===== config.mk =====
export PLATFORM = sky130hd
export DESIGN_NAME = channel_to_pixel
export DESIGN_NICKNAME = d
export VERILOG_FILES = /design/src/rtl/channel_to_pixel.sv
export SDC_FILE = /design/constraint.sdc
export NUM_CORES = 1
export LEC_CHECK = 0
export CAP_MARGIN = 25
export CORE_UTILIZATION = 40
export CTS_BUF_LIST = sky130_fd_sc_hd__clkbuf_8 sky130_fd_sc_hd__clkbuf_16
export CTS_CLUSTER_SIZE = 20
export DETAILED_ROUTE_END_ITERATION = 10
export GPL_TIMING_DRIVEN = 0
export MAX_ROUTING_LAYER = met4
export PLACE_DENSITY = 0.66
export SLEW_MARGIN = 20
export SYNTH_ARGS = -nofsm -noshare
export SYNTH_HDL_FRONTEND = slang
export SYNTH_SLANG_ARGS = --single-unit

===== constraint.sdc =====
create_clock -name clk -period 9.27 [get_ports clk]
set_input_delay 1.3905 -clock clk [delete_from_list [all_inputs] [get_ports clk]]
set_output_delay 1.3905 -clock clk [all_outputs]
set_load 0.01 [all_outputs]

===== src/rtl/channel_to_pixel.sv =====
// channel_to_pixel: maps a channel number to its vertical screen placement.
// A small layout engine rebuilds a per-channel table (first row, visible
// index, visibility) whenever channel_enable changes. Lookups are answered
// one cycle after acceptance. A common height is shared by all visible channels.
// Optional feature: define CHAN_ROW_END_EN to add the resp_row_end output.
module channel_to_pixel #(
  parameter int MAX_CHAN_COUNT = 10,
  parameter int OFFSET         = 0,
  localparam int VGA_VER_RES   = 480,
  localparam int ROW_W         = $clog2(VGA_VER_RES),
  localparam int CH_W          = (MAX_CHAN_COUNT > 1) ? $clog2(MAX_CHAN_COUNT) : 1
) (
  input  logic                      clk,
  input  logic                      rst_n,
  input  logic [MAX_CHAN_COUNT-1:0] channel_enable,
  input  logic                      query_valid,
  input  logic [CH_W-1:0]           query_channel,
  output logic                      query_ready,
  output logic                      resp_valid,
  output logic                      resp_is_visible,
  output logic [ROW_W-1:0]          resp_row_start,
  output logic [ROW_W-1:0]          resp_height,
  output logic [CH_W-1:0]           resp_visible_index,
`ifdef CHAN_ROW_END_EN
  output logic [ROW_W-1:0]          resp_row_end,
`endif
  output logic [CH_W:0]             channel_count
);

  localparam int PROD_W = ROW_W + 11;
  localparam logic [PROD_W-1:0] SPAN = PROD_W'(VGA_VER_RES - OFFSET);
  localparam logic [CH_W-1:0] LAST_CH = CH_W'(MAX_CHAN_COUNT - 1);

  typedef enum logic [2:0] {
    LOAD,
    COUNT,
    SCALE,
    WALK,
    READY
  } state_t;

  state_t                    state;
  logic [MAX_CHAN_COUNT-1:0] en_snap;
  logic [ROW_W-1:0]          height;
  logic [CH_W-1:0]           walk_k;
  logic [ROW_W-1:0]          acc;
  logic [CH_W-1:0]           vis_n;
  logic [ROW_W-1:0]          tab_start [MAX_CHAN_COUNT];
  logic [CH_W-1:0]           tab_idx   [MAX_CHAN_COUNT];
  logic [MAX_CHAN_COUNT-1:0] tab_vis;
  logic [PROD_W-1:0]         scaled;

  // Reciprocal of the channel count in 10-bit fixed point (1024 = 1.0).
  function automatic logic [10:0] recip(input logic [CH_W:0] cnt);
    case (cnt)
      1:       recip = 11'd1024;
      2:       recip = 11'd512;
      3:       recip = 11'd341;
      4:       recip = 11'd256;
      5:       recip = 11'd204;
      6:       recip = 11'd170;
      7:       recip = 11'd146;
      8:       recip = 11'd128;
      9:       recip = 11'd113;
      10:      recip = 11'd102;
      default: recip = 11'd0;
    endcase
  endfunction

  // Number of set bits in the enable snapshot.
  function automatic logic [CH_W:0] popcount(input logic [MAX_CHAN_COUNT-1:0] v);
    popcount = '0;
    for (int i = 0; i < MAX_CHAN_COUNT; i++)
      popcount = popcount + (CH_W+1)'(v[i]);
  endfunction

  // Full-width product so the fraction is dropped only by the final shift.
  assign scaled = (SPAN * PROD_W'(recip(channel_count))) >> 10;

  // Layout engine: snapshot, count, scale, then walk one channel per cycle.
  always_ff @(posedge clk or negedge rst_n) begin
    if (!rst_n) begin
      state         <= LOAD;
      en_snap       <= '0;
      channel_count <= '0;
      height        <= '0;
      walk_k        <= '0;
      acc           <= '0;
      vis_n         <= '0;
      query_ready   <= 1'b0;
      tab_vis       <= '0;
      for (int i = 0; i < MAX_CHAN_COUNT; i++) begin
        tab_start[i] <= '0;
        tab_idx[i]   <= '0;
      end
    end else if (state != LOAD && channel_enable != en_snap) begin
      state       <= LOAD;
      query_ready <= 1'b0;
    end else begin
      case (state)
        LOAD: begin
          en_snap     <= channel_enable;
          query_ready <= 1'b0;
          state       <= COUNT;
        end
        COUNT: begin
          channel_count <= popcount(en_snap);
          state         <= SCALE;
        end
        SCALE: begin
          height <= scaled[ROW_W-1:0];
          walk_k <= '0;
          acc    <= ROW_W'(OFFSET);
          vis_n  <= '0;
          state  <= WALK;
        end
        WALK: begin
          if (en_snap[walk_k]) begin
            tab_start[walk_k] <= acc;
            tab_vis[walk_k]   <= 1'b1;
            tab_idx[walk_k]   <= vis_n;
            acc               <= acc + height;
            vis_n             <= vis_n + 1'b1;
          end else begin
            tab_start[walk_k] <= '0;
            tab_vis[walk_k]   <= 1'b0;
            tab_idx[walk_k]   <= '0;
          end
          if (walk_k == LAST_CH) begin
            state       <= READY;
            query_ready <= 1'b1;
          end else begin
            walk_k <= walk_k + 1'b1;
          end
        end
        READY: begin
          query_ready <= 1'b1;
        end
        default: begin
          state       <= LOAD;
          query_ready <= 1'b0;
        end
      endcase
    end
  end

  // Registered lookup: fields are zero unless the channel is visible.
  always_ff @(posedge clk or negedge rst_n) begin
    if (!rst_n) begin
      resp_valid         <= 1'b0;
      resp_is_visible    <= 1'b0;
      resp_row_start     <= '0;
      resp_height        <= '0;
      resp_visible_index <= '0;
`ifdef CHAN_ROW_END_EN
      resp_row_end       <= '0;
`endif
    end else begin
      resp_valid         <= query_valid & query_ready;
      resp_is_visible    <= 1'b0;
      resp_row_start     <= '0;
      resp_height        <= '0;
      resp_visible_index <= '0;
`ifdef CHAN_ROW_END_EN
      resp_row_end       <= '0;
`endif
      if (query_valid && query_ready &&
          ({1'b0, query_channel} < (CH_W+1)'(MAX_CHAN_COUNT))) begin
        if (tab_vis[query_channel]) begin
          resp_is_visible    <= 1'b1;
          resp_row_start     <= tab_start[query_channel];
          resp_height        <= height;
          resp_visible_index <= tab_idx[query_channel];
`ifdef CHAN_ROW_END_EN
          resp_row_end       <= tab_start[query_channel] + height - 1'b1;
`endif
        end
      end
    end
  end

endmodule


==> flow_metrics.py <==
metrics = {
    "timing": {
        "grt_setup_unrepaired": "no",
        "report.final.hold_viol_count": 0,
        "timing.final.crit_share_pct": 47.9,
        "period_needed_ns": 4.44,
        "worst_margin_slew_ns": 0.757,
        "clock_skew_ns": 0.0216,
        "relSlewSlack_pct": 49.5,
        "layout_setup_ws_ns": 4.83,
        "setup_viol": 0,
        "drv_slew": 0,
        "fmax_ghz": 0.225,
    },
    "clock_tree": {
        "clk_root_buffer_cell": "clkbuf_16",
        "max-clock-path-buffers": 3,
        "cts_tree": "done",
        "htreeDepth": 1,
        "cts.sink_count": 208,
        "number_of_buffers_added_by_the_clock_tree_synthesis_step": 23,
        "post_cts_hold_buffer_count": 0,
        "post_cts_buffers": 0,
        "worst_setup_hold_path_clk_slew_ns": 0.06,
        "cts_repair_resize_count": 0,
        "clock_latency_ns": 0.51,
    },
    "hold_path": {
        "hold_path_end": "tab_idx[6]",
        "worstHoldPathType": "register to register",
        "whs_path_depth": 2,
        "worstHoldStart": "tab_idx[6]",
    },
    "drt": {
        "number_of_remaining_drc_errors": 0,
        "routed_via_density": 5.18,
        "number_of_detailed_routing_iterations_run_before_antenna_repair": 5,
        "route.antenna.remaining_nets": 0,
        "drt_total_wl_mm": 23.5,
        "routed-via-count": 7403,
        "routed_wl_per_cell_um": 16.5,
        "initialDrtViolationCount": 524,
    },
    "pwr": {
        "design_power_total_mw": 2.07,
        "power_leakage_nw": 5.49,
        "combinationalPowerShare_pct": 8.0,
        "vdd_ir_drop_max_v": 0.000166,
        "power.share.switching_pct": 22.6,
        "sequentialPowerShare_pct": 44.6,
        "power.clock.fraction_pct": 47.3,
        "pwr_cell_area_nw_per_um2": 169,
        "cellInternalPower_mw": 1.60,
        "netSwitchingPower_uw": 468,
    },
    "setup_path": {
        "worstReg2RegStart": "channel_count[1]",
        "end_kind": "register",
        "cpMaxStageDelayCell": "fa_1",
        "reg2reg_setup_slack_ns": 4.83,
        "crit_required_ns": 9.67,
        "critical_path.cell_chain": "inv_1 > ha_1 > nor2b_1 > mux2_2 > inv_1 > fa_1 > fa_1 > inv_1 > ha_1 > o21a_1 > a2111oi_2 > o32ai_1 > o21ai_0 > a21oi_1 > o31ai_1",
        "peak_per_stage_delay_on_the_critical_path_ns": 0.54,
        "crit_type": "register to register",
        "timing.rr.end": "height[8]",
        "worst-endpoint-arrival_ns": 4.84,
        "critPathLaunchType": "register",
        "crit_path_frequent_cell": "inv_1",
        "crit_path_max_fanout": 7,
        "number_of_cells_traversed_by_the_worst_register_to_register_path": 15,
    },
    "floorplan": {
        "std_cell_rows": 58,
        "start_util_pct": 41.2,
        "die-width_um": 164,
        "ioPinCount": 47,
        "design.die.area_um2": 26900,
        "design.core.area_um2": 25500,
        "die_h_um": 164,
    },
    "logic_synthesis": {
        "synth_sequential_area_ratio_pct": 49.6,
        "ys_warn_count": 0,
        "synth_top_cell_by_area": "dfrtp_1",
        "post_synth_fa_ha_maj_area_fraction_pct": 8.54,
        "synth_area_in_xor_xnor_pct": 2.42,
        "synth_enable_flop_cells": 0,
        "synth.mux.area_fraction_pct": 9.11,
        "synth_simple_gate_area_share_pct": 13.5,
        "combinational_family_with_the_most_area_after_synthesis": "simple AND/OR/NAND/NOR gates",
        "synth_top_cell_area_share_pct": 49.6,
        "synth_compound_gate_area_share_pct": 13.3,
        "synth.top_cells.by_area": "dfrtp_1 50%, o21ai_0 7.7%, nand2_1 6.9%, mux4_2 6.0%, ha_1 4.5%",
        "synthesized_net_count": 1090,
        "yosys_register_bits": 208,
        "synthesis.instances": 1014,
        "async_flop_share_pct": 100,
        "yosysUniqueCellTypes": 53,
        "synth_area_per_cell_um2": 10.3,
        "yosys_most_used_dff": "dfrtp_1",
        "summed_instance_area_of_the_synthesized_netlist_um2": 10500,
    },
    "global_routing": {
        "grtUsageMet3_pct": 2.80,
        "busiest_layer": "met2",
        "global_route.usage.met1_pct": 24.2,
        "grt_pass1_wl_mm": 39.3,
        "globalRouteOverflowTotal": 0,
        "grt_start_max_net_pins": 89,
        "initial_antenna_violation_count": 0,
        "first_global_vias": 7544,
        "gr-usage-all-layers_pct": 19.0,
        "grt_util_met2_pct": 31.6,
    },
    "placement": {
        "pre_cts_ws_ns": 4.88,
        "finalWeightedCongestion": 0.811,
        "detailedPlacementHpwl_mm": 17.1,
        "dpl_cell_area_um2": 11400,
        "port-buffer-count": 44,
    },
    "final_layout": {
        "design_area_um2": 12200,
        "antenna_cells": 0,
        "syn_to_final_growth_pct": 16.7,
        "drive_gt1_share_pct": 10.8,
        "finish.net_count": 1162,
    },
    "job": {
        "max_cap_violations": 0,
    },
    "outcome": {
        "result_of_the_run": "complete, no violations",
    },
}
[power groups by stage]
stage / clock, mW / combinational (mW) / sequential, mW
after floorplan: 0 / 0.110 / 0.940
final: 0.981 / 0.166 / 0.925
after global routing: 1.04 / 0.191 / 0.926
after detailed placement: 0 / 0.169 / 0.942
after global placement: 0 / 0.162 / 0.942
after CTS: 1.00 / 0.170 / 0.925
[logic make-up after synthesis]
kind of cell / after synthesis
AOI/OAI and AO/OA: 248
adders and majority gates: 59
and+or+nand+nor: 324
buffers and inverters: 86
xor gates and xnor gates: 29
muxes: 59
other: 1
DFF: 208
[metal layers]
layer / routed length, um / vias to the layer above
met5: 0 / -
met4: 583 / 0
met3: 737 / 27
met2: 11600 / 123
met1: 10600 / 3622
li1: - / 3631
[layout make-up]
class	instances	area [um^2]
plain buffers	50	225
clock buffers	30	672
clock inverters	9	149
fillers	2362	13200
inverters	36	135
multi-input cells	720	4930
flip-flops and latches	208	5200
well taps	330	413
repair buffers	47	508
[placed cells by master (no fill, tap or decap), types with 21 or more instances in the layout]
cell type and count:
clkdlybuf4s50_1 43, nor2_1 64, ha_1 38, clkbuf_16 23, fa_1 21, o21ai_0 162, a21oi_1 38, clkbuf_1 25
dfrtp_1 208, buf_2 21, nand2_1 193, inv_1 39, mux4_2 28
[state kept, by name, indices dropped and copies added, names as in the netlist, 3 cells and up, named ones only]
| signal | flops |
|---|---|
| resp_height | 9 |
| walk_k | 4 |
| resp_visible_index | 4 |
| state | 3 |
| tab_start | 90 |
| height | 9 |
| resp_row_start | 9 |
| acc | 9 |
| vis_n | 4 |
| en_snap | 10 |
| channel_count | 4 |
| tab_idx | 40 |
[cell usage after synthesis, types with 8 or more instances]
cell / number
mux2i_1: 19
a21o_1: 10
o2bb2ai_1: 8
and3_1: 15
mux4_2: 28
fa_1: 21
inv_1: 36
o21ai_0: 162
nor2_1: 64
xnor2_1: 20
clkbuf_1: 25
mux2_2: 12
ha_1: 38
dfrtp_1: 208
a21oi_1: 38
nand2_1: 193
nand3_1: 12
xor2_1: 9
buf_2: 21
[how the worst max path moves through the flow]
stage	startpoint	end	slack [ns]	cells after the start
floorplan	channel_count[1]	height[8]	5.24	15
global placement	rst_n	en_snap[3]	-1.94	1
detailed placement	channel_count[1]	height[8]	4.88	15
CTS	channel_count[1]	height[8]	4.84	15
global route	channel_count[1]	height[8]	4.43	15
finish	channel_count[1]	height[8]	4.83	15
[critical path, delay by kind of cell, from the launching register on]
family	cells	cell delay [ns]
adders and majority gates	4	1.56
buffers and inverters	3	0.33
AOI/OAI and AO/OA	6	1.43
DFF	1	0.49
muxes	1	0.35
and+or+nand+nor	1	0.17
[stage by stage]
step | hold slack, ns | setup TNS (ns) | util [%] | std cells
floorplan | 0.445 | 0 | - | 1014
global placement | 0.457 | -397.78 | 44.5 | 1388
detailed placement | 0.468 | 0 | 44.8 | 1391
CTS | 0.481 | 0 | 48.0 | 1430
global route | 0.498 | 0 | 48.0 | 1430
finish | 0.477 | 0 | 48.0 | 1430
Power figures use the tool's default switching activity.
